`config.mk`:
```
export PLATFORM = sky130hd
export DESIGN_NAME = ctrl_pipe_chain
export DESIGN_NICKNAME = d
export VERILOG_FILES = /design/src/rtl/ctrl_pipe_chain.sv
export SDC_FILE = /design/constraint.sdc
export NUM_CORES = 1
export LEC_CHECK = 0
export BUFFER_PORTS_ARGS = -buffer_cell sky130_fd_sc_hd__buf_2
export CAP_MARGIN = 0
export CORE_ASPECT_RATIO = 1.5
export CORE_MARGIN = 3
export CORE_UTILIZATION = 52
export CTS_CLUSTER_SIZE = 8
export DETAILED_ROUTE_END_ITERATION = 8
export GPL_ROUTABILITY_DRIVEN = 1
export MAX_ROUTING_LAYER = met4
export PLACE_DENSITY = 0.94
export SYNTH_ARGS = -nofsm -noshare
export SYNTH_HDL_FRONTEND = slang
export SYNTH_SLANG_ARGS = --single-unit
```
`constraint.sdc`:
```
create_clock -name clk -period 4.49 [get_ports clk]
set_clock_uncertainty 0.05 [all_clocks]
set_input_delay 0.449 -clock clk [delete_from_list [all_inputs] [get_ports clk]]
set_output_delay 0.449 -clock clk [all_outputs]
set_load 0.02 [all_outputs]
```
`src/rtl/ctrl_pipe_chain.sv`:
```
// ctrl_pipe_chain: DEPTH-stage control-word pipeline from ID to WB with per-stage
// stall and bubble insertion, flush of younger stages, retire counting and a sticky halt.
module ctrl_pipe_chain #(
  parameter int DEPTH    = 3,
  parameter int W        = 16,
  parameter int CNT_W    = 16,
  parameter int HALT_BIT = 0
) (
  input  logic               clk,
  input  logic               reset,
  input  logic               in_valid,
  input  logic [W-1:0]       in_word,
  output logic               in_ready,
  input  logic [DEPTH-1:0]   stall,
  input  logic [DEPTH-1:0]   flush,
  output logic [DEPTH-1:0]   stage_valid,
  output logic [DEPTH*W-1:0] stage_word,
  output logic               out_valid,
  output logic [W-1:0]       out_word,
  output logic [CNT_W-1:0]   retire_cnt,
  output logic               halted
);

  logic [DEPTH-1:0]        valid_r;
  logic [DEPTH-1:0][W-1:0] word_r;
  logic [CNT_W-1:0]        cnt_r;
  logic                    halted_r;

  logic [DEPTH-1:0]        hold_s;
  logic [DEPTH-1:0]        kill_s;
  logic [DEPTH-1:0]        valid_nxt_s;
  logic [DEPTH-1:0][W-1:0] word_nxt_s;
  logic                    retire_s;
  logic                    halt_retire_s;

  // Suffix-OR of stall/flush: an older stage's stall or flush reaches every younger stage.
  always_comb begin
    hold_s          = {DEPTH{1'b0}};
    kill_s          = {DEPTH{1'b0}};
    hold_s[DEPTH-1] = halted_r | stall[DEPTH-1];
    kill_s[DEPTH-1] = flush[DEPTH-1];
    for (int i = DEPTH - 2; i >= 0; i--) begin
      hold_s[i] = hold_s[i+1] | stall[i];
      kill_s[i] = kill_s[i+1] | flush[i];
    end
  end

  // Next state per stage: kill beats hold; a stage whose predecessor holds takes a bubble.
  always_comb begin
    valid_nxt_s = valid_r;
    word_nxt_s  = word_r;

    if (kill_s[0]) begin
      valid_nxt_s[0] = 1'b0;
      word_nxt_s[0]  = {W{1'b0}};
    end else if (hold_s[0]) begin
      valid_nxt_s[0] = valid_r[0];
      word_nxt_s[0]  = word_r[0];
    end else begin
      valid_nxt_s[0] = in_valid;
      word_nxt_s[0]  = in_valid ? in_word : {W{1'b0}};
    end

    for (int i = 1; i < DEPTH; i++) begin
      if (kill_s[i]) begin
        valid_nxt_s[i] = 1'b0;
        word_nxt_s[i]  = {W{1'b0}};
      end else if (hold_s[i]) begin
        valid_nxt_s[i] = valid_r[i];
        word_nxt_s[i]  = word_r[i];
      end else if (hold_s[i-1]) begin
        valid_nxt_s[i] = 1'b0;
        word_nxt_s[i]  = {W{1'b0}};
      end else begin
        valid_nxt_s[i] = valid_r[i-1];
        word_nxt_s[i]  = word_r[i-1];
      end
    end
  end

  // A flush of the last stage still lets the word it presents retire this edge.
  assign retire_s      = valid_r[DEPTH-1] & ~hold_s[DEPTH-1];
  assign halt_retire_s = retire_s & word_r[DEPTH-1][HALT_BIT];

  // Stage registers, retire counter and sticky halt flag.
  always_ff @(posedge clk) begin
    if (reset) begin
      valid_r  <= {DEPTH{1'b0}};
      word_r   <= {(DEPTH*W){1'b0}};
      cnt_r    <= {CNT_W{1'b0}};
      halted_r <= 1'b0;
    end else begin
      valid_r <= valid_nxt_s;
      word_r  <= word_nxt_s;
      if (retire_s) begin
        cnt_r <= cnt_r + {{(CNT_W-1){1'b0}}, 1'b1};
      end else begin
        cnt_r <= cnt_r;
      end
      if (halt_retire_s) begin
        halted_r <= 1'b1;
      end else begin
        halted_r <= halted_r;
      end
    end
  end

  assign in_ready    = ~hold_s[0];
  assign stage_valid = valid_r;
  assign stage_word  = word_r;
  assign out_valid   = valid_r[DEPTH-1];
  assign out_word    = word_r[DEPTH-1];
  assign retire_cnt  = cnt_r;
  assign halted      = halted_r;

endmodule

```
# Word level (Yosys, flattened, before mapping)
# Cells that the tools add are included.
# classes
reduce_logical	3
addsub	1
n_bitwise	9
n_mux	5
# op_table
operator	n
two-way mux 16 bit	3
adder 16 x 1 -> 16 bit (second input constant)	1
OR reduction 2 bit	3
bitwise OR 1 bit	5
AND 1 bit	2
two-way mux 1 bit	2
NOT 1 bit	2
# totals
regBits	68

# Longest topological paths before layout
# Gate-level depths: netlist (run 1).
# logic_depth
word_depth	4
depth_mapped	8
ltp_nobuf	5

# Worst setup path before layout (run 1)
# OpenSTA, ideal clock, no wires.
# synth_timing
path_kind	flip-flop to output port
from	register halted_r, in the netlist halted
to	output port in_ready
setup_slack_ps	2500
required_ps	3991
arrival_ps	1491
stages_incl_launch_ff	7
cell_sequence	dfxtp_1 -> or3_1 -> buf_2 -> or2_1 -> buf_4 -> clkinv_4 -> buf_6
# synth_via
elab_chain_len	4
# synth_rtl
item	line_no	text
from (decl)	27	logic halted_r;
from (signal assigned)	103	halted_r <= halted_r;
bitwise OR 1 bit	40	hold_s[DEPTH-1] = halted_r | stall[DEPTH-1];
bitwise OR 1 bit (2 in series)	43	hold_s[i] = hold_s[i+1] | stall[i];
NOT 1 bit	108	assign in_ready = ~hold_s[0];
to (decl)	13	output logic in_ready,
# No other way between the ends.

# Final worst setup path (run 1)
# Ends and elaborated chain as after synthesis.

==> flow_metrics.py, run 1 <==
metrics = {
    "floorplanning": {
        "coreArea_um2": 5200,
        "die_h_um": 96.1,
        "dieWidth_um": 66.0,
        "rows": 32,
        "die-area_um2": 6340,
        "io-pin-count": 111,
        "start_util_pct": 54.0,
    },
    "synthesis": {
        "yosysSeqAreaShare_pct": 48.4,
        "synth_cells": 332,
        "synthTopCellsByCount": "dfxtp_1 (68), a21oi_1 (57), nand2_1 (39)",
        "synth_edf_count": 0,
        "syn-num-nets": 358,
        "yosysMostFrequentCell": "dfxtp_1",
        "avgSynthCellArea_um2": 8.47,
        "yosysTopAreaCellShare_pct": 48.4,
        "synth.cell_area_um2": 2810,
        "ys_warn_count": 0,
        "synth_top_area_cell": "dfxtp_1",
        "ys_types": 31,
        "ys.flop_type": "dfxtp_1",
        "synth_seq_cells": 68,
        "async_flop_share_pct": 0,
        "synth_area_leaders": "dfxtp_1 (48%), a21oi_1 (10%), nand2_1 (5.2%)",
    },
    "drt": {
        "firstDrtPassIters": 4,
        "vias_per_cell": 5.38,
        "antenna_left": 0,
        "vias": 2609,
        "routedWlPerCell_um": 13.7,
        "post-route-drc-count": 0,
        "drt-total-wl_mm": 6.66,
        "drt-initial-drc-count": 152,
    },
    "cells_and_area": {
        "design_area_um2": 3410,
        "regArea_um2": 1360,
        "area.growth.synth_to_final_pct": 21.5,
        "fin_util_pct": 65.6,
        "final_cells": 485,
        "multi_input_area_um2": 1200,
        "nNetsFinal": 440,
        "drive_above_1_share_pct": 30.9,
        "n_fill_cell": 446,
        "insertedDiodeCount": 0,
    },
    "sta": {
        "min_period_over_period_pct": 63.0,
        "worst_slew_pin_slew_ps": 972,
        "max_freq_ghz": 0.354,
        "rsz0062_at_grt": "false",
        "period_minus_slack_ps": 2830,
        "hold_violations": 0,
        "drv_slew": 0,
        "max-slew-margin-rel_pct": 35.0,
        "setup_tns_ps": 0,
        "setup_viol": 0,
    },
    "cts": {
        "cts_tree": "yes",
        "h-tree-depth": 3,
        "cts.sinks": 68,
        "clk_pin_slew_worst_paths_ps": 70,
        "numCtsBuffers": 9,
        "postCtsHoldBufs": 0,
        "root_buffer": "clkbuf_8",
        "cts-resized-gates": 0,
        "clock_path_buffers": 2,
        "post_cts.repair.setup_buffers": 0,
        "clock_latency_ps": 340,
    },
    "power": {
        "power_frac_seq_pct": 53.1,
        "sw_frac_of_total_pct": 21.1,
        "p_int_mw": 0.897,
        "leakage_nw": 1.44,
        "power_mw": 1.14,
        "clkPwrFrac_pct": 43.0,
        "powerDensity_nw_per_um2": 333,
        "ir_worst_vdd_v": 0.000290,
        "p_comb_share_pct": 3.9,
        "net-switching-power_mw": 0.241,
    },
    "global_route": {
        "grt_overflow": 0,
        "gr-usage-all-layers_pct": 22.6,
        "antenna_found_initial": 0,
        "first_global_vias": 2435,
        "grt_max_degree": 36,
        "grt_pass1_wl_mm": 10.8,
    },
    "placed_design": {
        "hpwl_mm": 4.95,
        "gp_congestion": 0.748,
        "placed_area_um2": 3220,
        "io_buffers": 110,
        "dpl.cell_count": 471,
    },
    "worst_setup_path": {
        "r2r_cells": 6,
        "start_kind": "flip-flop",
        "cp_data_arrival_time_ps": 2330,
        "r2r_start": "halted",
        "crit_required_ps": 3990,
        "path_max_fanout": 35,
        "reg2reg_slack_ps": 2300,
        "cp-end-kind": "primary output",
        "path_class": "flip-flop to primary output",
        "cp-startpoint": "halted",
    },
    "run_status": {
        "status": "finished clean",
    },
    "hold_path": {
        "hold_path.class": "input pin to flip-flop",
        "hold_depth": 3,
        "min_from": "in_word[11]",
    },
    "run": {
        "cap_violations": 0,
    },
}
critical path, stage by stage (launching register included):
cell,delay (ps)
dfxtp_1,440
or3_1,150
buf_4,300
or2_1,580
clkinv_4,270
buf_2,240
layer usage:
| metal | track usage (%) | up-vias | wire [um] |
|---|---|---|---|
| li1 | - | 1284 | - |
| met1 | 23.8 | 1207 | 2490 |
| met2 | 39.7 | 102 | 3560 |
| met3 | 6.31 | 16 | 480 |
| met4 | 8.98 | 0 | 130 |
| met5 | - | - | 0 |
cell usage in the layout (no fill, tap or decap), drive strengths merged, types with 2 or more instances in the layout:
cell,synthesis,routed
o21ai,5,5
or3,7,7
nand3b,17,17
nor3b,18,18
nand2,39,39
inv,2,2
xnor2,2,2
and3,2,2
clkinv,1,2
xor2,7,7
or2,4,4
nand4,4,4
a21oi,57,57
buf,24,111
clkbuf,16,12
nor2,29,29
and4,2,2
dfxtp,68,68
nand3,21,21
worst paths after layout:
check | to
setup / recovery | in_ready
hold / removal | stage_word[11]
setup reg to reg | stage_word[3]
hold reg to reg | out_word[2]
sequential cells by signal, indices dropped and copies added, names as in the netlist:
register / cells
stage_valid: 3
out_word: 16
halted: 1
stage_word: 32
retire_cnt: 16
metrics by stage:
step                hold slack, ps  setup slack (ps)
finish                         329              1660
detailed placement             406              1790
global placement               400              1900
global route                   332              1450
CTS                            322              1650
floorplan                      486              2500
logic make-up (layout without fill, tap and decap cells):
family,Yosys count,in the layout,synth area share [%]
simple gates,146,146,27.7
flops,68,68,48.4
compound gates,64,64,11.5
buf+inv,43,128,8.77
xor+xnor,9,9,2.80
fa+ha+maj,1,1,0.445
mux,1,1,0.356
layout make-up:
| type | instances | share of cell area, % |
|---|---|---|
| Tap cell | 68 | 2.49 |
| Clock buffer | 12 | 4.54 |
| Sequential cell | 68 | 39.9 |
| Inverter | 3 | 0.476 |
| Timing Repair Buffer | 111 | 16.3 |
| Multi-Input combinational cell | 221 | 35.3 |
| Clock inverter | 2 | 1.03 |
power groups by stage:
stage	sequential [mW]	combinational (mW)	clock (mW)
after floorplan	0.618	0.0302	0
after global placement	0.617	0.0424	0
after detailed placement	0.617	0.0440	0
after CTS	0.604	0.0443	0.493
after global routing	0.603	0.0495	0.520
final	0.604	0.0442	0.490
No activity file was read; power rests on OpenSTA's default activity.
==> run 2: changes to the inputs <==
--- a/config.mk
+++ b/config.mk
@@ -5,16 +5,17 @@
 export SDC_FILE = /design/constraint.sdc
 export NUM_CORES = 1
 export LEC_CHECK = 0
+export ABC_AREA = 1
 export BUFFER_PORTS_ARGS = -buffer_cell sky130_fd_sc_hd__buf_2
 export CAP_MARGIN = 0
 export CORE_ASPECT_RATIO = 1.5
 export CORE_MARGIN = 3
-export CORE_UTILIZATION = 52
+export CORE_UTILIZATION = 48
 export CTS_CLUSTER_SIZE = 8
 export DETAILED_ROUTE_END_ITERATION = 8
 export GPL_ROUTABILITY_DRIVEN = 1
 export MAX_ROUTING_LAYER = met4
-export PLACE_DENSITY = 0.94
+export PLACE_DENSITY = 0.88
 export SYNTH_ARGS = -nofsm -noshare
 export SYNTH_HDL_FRONTEND = slang
 export SYNTH_SLANG_ARGS = --single-unit
==> constraint.sdc (replaced) <==
create_clock -name clk -period 2.9 [get_ports clk]
set_clock_uncertainty 0.05 [all_clocks]
set_input_delay 0.29 -clock clk [delete_from_list [all_inputs] [get_ports clk]]
set_output_delay 0.29 -clock clk [all_outputs]
set_load 0.02 [all_outputs]
==> run 2 against run 1 <==
  * Flip-flop and latch count stayed put
  * Die area is 8.5% higher
  * Sequential power is 55% higher
  * Sequential share of layout area is 0.40 points lower
  * Clock power is 42% higher
  * Setup slack worse by 1000 ps
  * Via count is 2.1% higher
  * Core utilization is 3.7 points lower
  * Largest cell class unchanged
==> flow_metrics.py, run 2 <==
metrics = {
    "run_status": {
        "status": "finished clean",
    },
    "cells_and_area": {
        "design_area_um2": 3450,
        "insertedDiodeCount": 0,
        "drive_above_1_share_pct": 30.7,
        "final_cell_mix": "nand2_1 (131), buf_2 (110), dfxtp_1 (68), a21oi_1 (49), nor2_1 (32)",
        "final_common_cell": "nand2_1",
        "nNetsFinal": 496,
        "largest_register_ffs": 32,
        "area.growth.synth_to_final_pct": 21.7,
        "n_fill_cell": 492,
        "final_cells": 545,
    },
    "worst_setup_path": {
        "critPathTopFamily": "simple AND/OR/NAND/NOR gates",
        "path_max_fanout": 19,
        "start_kind": "flip-flop",
        "crit_path_max_incr_delay_ps": 340,
        "cp_data_arrival_time_ps": 1910,
        "cp_num_buf_inv": 3,
        "path_class": "flip-flop to primary output",
        "crit_required_ps": 2560,
        "slowest_stage": "dfxtp_1",
        "cp_cell_sequence": "inv_2 -> nand2_4 -> nor2_8 -> nand2_4 -> inv_2 -> buf_2",
        "cp-end-kind": "primary output",
    },
    "placed_design": {
        "post-place-ws_ps": 949,
        "io_buffers": 110,
        "hpwl_mm": 5.34,
        "dpl.cell_count": 529,
        "gp_congestion": 0.798,
        "placed_area_um2": 3270,
    },
    "sta": {
        "setup_tns_ps": 0,
        "drv_slew": 0,
        "max-slew-margin-rel_pct": 51.7,
        "max_freq_ghz": 0.445,
        "worst_slew_pin_slew_ps": 724,
        "min_period_over_period_pct": 77.5,
        "period_minus_slack_ps": 2250,
        "hold_violations": 0,
        "fin_ws_ps": 652,
        "setup_viol": 0,
        "rsz0062_at_grt": "false",
    },
    "power": {
        "sw_frac_of_total_pct": 25.3,
        "clkPwrFrac_pct": 41.1,
        "p_comb_share_pct": 3.8,
        "power_frac_seq_pct": 55.0,
        "leakage_nw": 1.52,
        "ir_worst_vdd_v": 0.000356,
        "p_int_mw": 1.27,
        "net-switching-power_mw": 0.429,
        "powerDensity_nw_per_um2": 492,
    },
    "floorplanning": {
        "start_util_pct": 50.9,
        "io-pin-count": 111,
        "die-area_um2": 6880,
        "dieWidth_um": 68.8,
        "die_h_um": 100,
        "coreArea_um2": 5570,
        "rows": 33,
    },
    "synthesis": {
        "yosysMostFrequentCell": "nand2_1",
        "syn-num-nets": 403,
        "ys_warn_count": 0,
        "synth_compound_area_share_pct": 13.0,
        "synth-simple-area-share_pct": 27.2,
        "avgSynthCellArea_um2": 7.52,
        "async_flop_share_pct": 0,
        "synth_area_leaders": "dfxtp_1 (48%), nand2_1 (17%), a21oi_1 (8.6%)",
        "yosysSeqAreaShare_pct": 48.0,
        "synth_edf_count": 0,
        "synth_top_family_by_area": "simple AND/OR/NAND/NOR gates",
        "yosysTopAreaCellShare_pct": 48.0,
        "synth_xor_area_share_pct": 0.618,
        "synth_top_area_cell": "dfxtp_1",
        "synth.area.mux_share_pct": 0,
        "synth.cell_area_um2": 2840,
        "synthAdderAreaFrac_pct": 0.441,
        "synth_seq_cells": 68,
        "synth_cells": 377,
        "ys.flop_type": "dfxtp_1",
        "synthTopCellsByCount": "nand2_1 (131), dfxtp_1 (68), a21oi_1 (49)",
        "ys_types": 25,
    },
    "drt": {
        "firstDrtPassIters": 4,
        "routedWlPerCell_um": 12.6,
        "drt-total-wl_mm": 6.88,
        "vias_per_cell": 4.89,
        "antenna_left": 0,
        "vias": 2665,
        "post-route-drc-count": 0,
        "drt-initial-drc-count": 140,
    },
    "hold_path": {
        "hold_path.class": "input pin to flip-flop",
    },
    "cts": {
        "cts_tree": "yes",
        "post_cts.repair.setup_buffers": 0,
        "cts-resized-gates": 0,
        "cts.sinks": 68,
        "clk_pin_slew_worst_paths_ps": 80,
        "clock_path_buffers": 2,
        "clock_latency_ps": 350,
        "root_buffer": "clkbuf_8",
        "postCtsHoldBufs": 0,
        "h-tree-depth": 3,
        "numCtsBuffers": 9,
    },
    "global_route": {
        "antenna_found_initial": 0,
        "grt.met1_usage_pct": 20.0,
        "gr-usage-all-layers_pct": 21.3,
        "met3_usage_pct": 8.51,
        "met2_usage_pct": 36.4,
        "grt_overflow": 0,
        "grt_pass1_wl_mm": 10.7,
        "grt_max_degree": 20,
        "busiest_layer": "met2",
        "first_global_vias": 2464,
    },
    "run": {
        "cap_violations": 0,
    },
}
run 2: final cells by class:
type	count	area, um2	area share (%)
tap	70	87.6	2.54
multi-input combinational	253	1170	33.9
inverter	28	105	3.05
sequential	68	1360	39.5
timing repair buffer	110	551	16.0
clock buffer	9	124	3.59
clock inverter	7	51.3	1.49
run 2: worst paths after layout:
path                            slack (ps)              to      startpoint  cells after the start
worst min-delay path                   120   retire_cnt[9]           reset                      2
worst max-delay path                   650        in_ready          halted                      6
worst max register to register        1150  stage_word[27]          halted                      7
worst min register to register         430    out_word[13]  stage_word[29]                      2
run 2: cells by family after synthesis:
kind of cell               after synthesis
adders and majority gates                1
buffers and inverters                   56
DFF                                     68
and+or+nand+nor                        184
xor gates and xnor gates                 2
AOI/OAI and AO/OA                       66
run 2: layer usage:
metal	wire length, um	vias up	part of all wire, %
met2	3590	92	52
met5	0	-	0
li1	-	1355	-
met1	2490	1203	36
met4	173	0	2.5
met3	620	15	9.0
run 2: through the flow:
stage	util, %	hold WS [ps]	power [mW]
6_report	61.9	117	1.70
5_1_grt	61.9	116	1.75
4_1_cts	61.9	94.3	1.71
3_5_place_dp	58.7	417	1.02
3_3_place_gp	58.7	414	1.02
2_1_floorplan	-	309	0.999
run 2: power by group through the flow:
| stage | clock, mW | combinational [mW] | sequential [mW] |
|---|---|---|---|
| after floorplan | 0 | 0.0433 | 0.956 |
| after global placement | 0 | 0.0625 | 0.956 |
| after detailed placement | 0 | 0.0648 | 0.956 |
| after CTS | 0.714 | 0.0652 | 0.934 |
| after global routing | 0.745 | 0.0722 | 0.934 |
| final | 0.697 | 0.0650 | 0.934 |
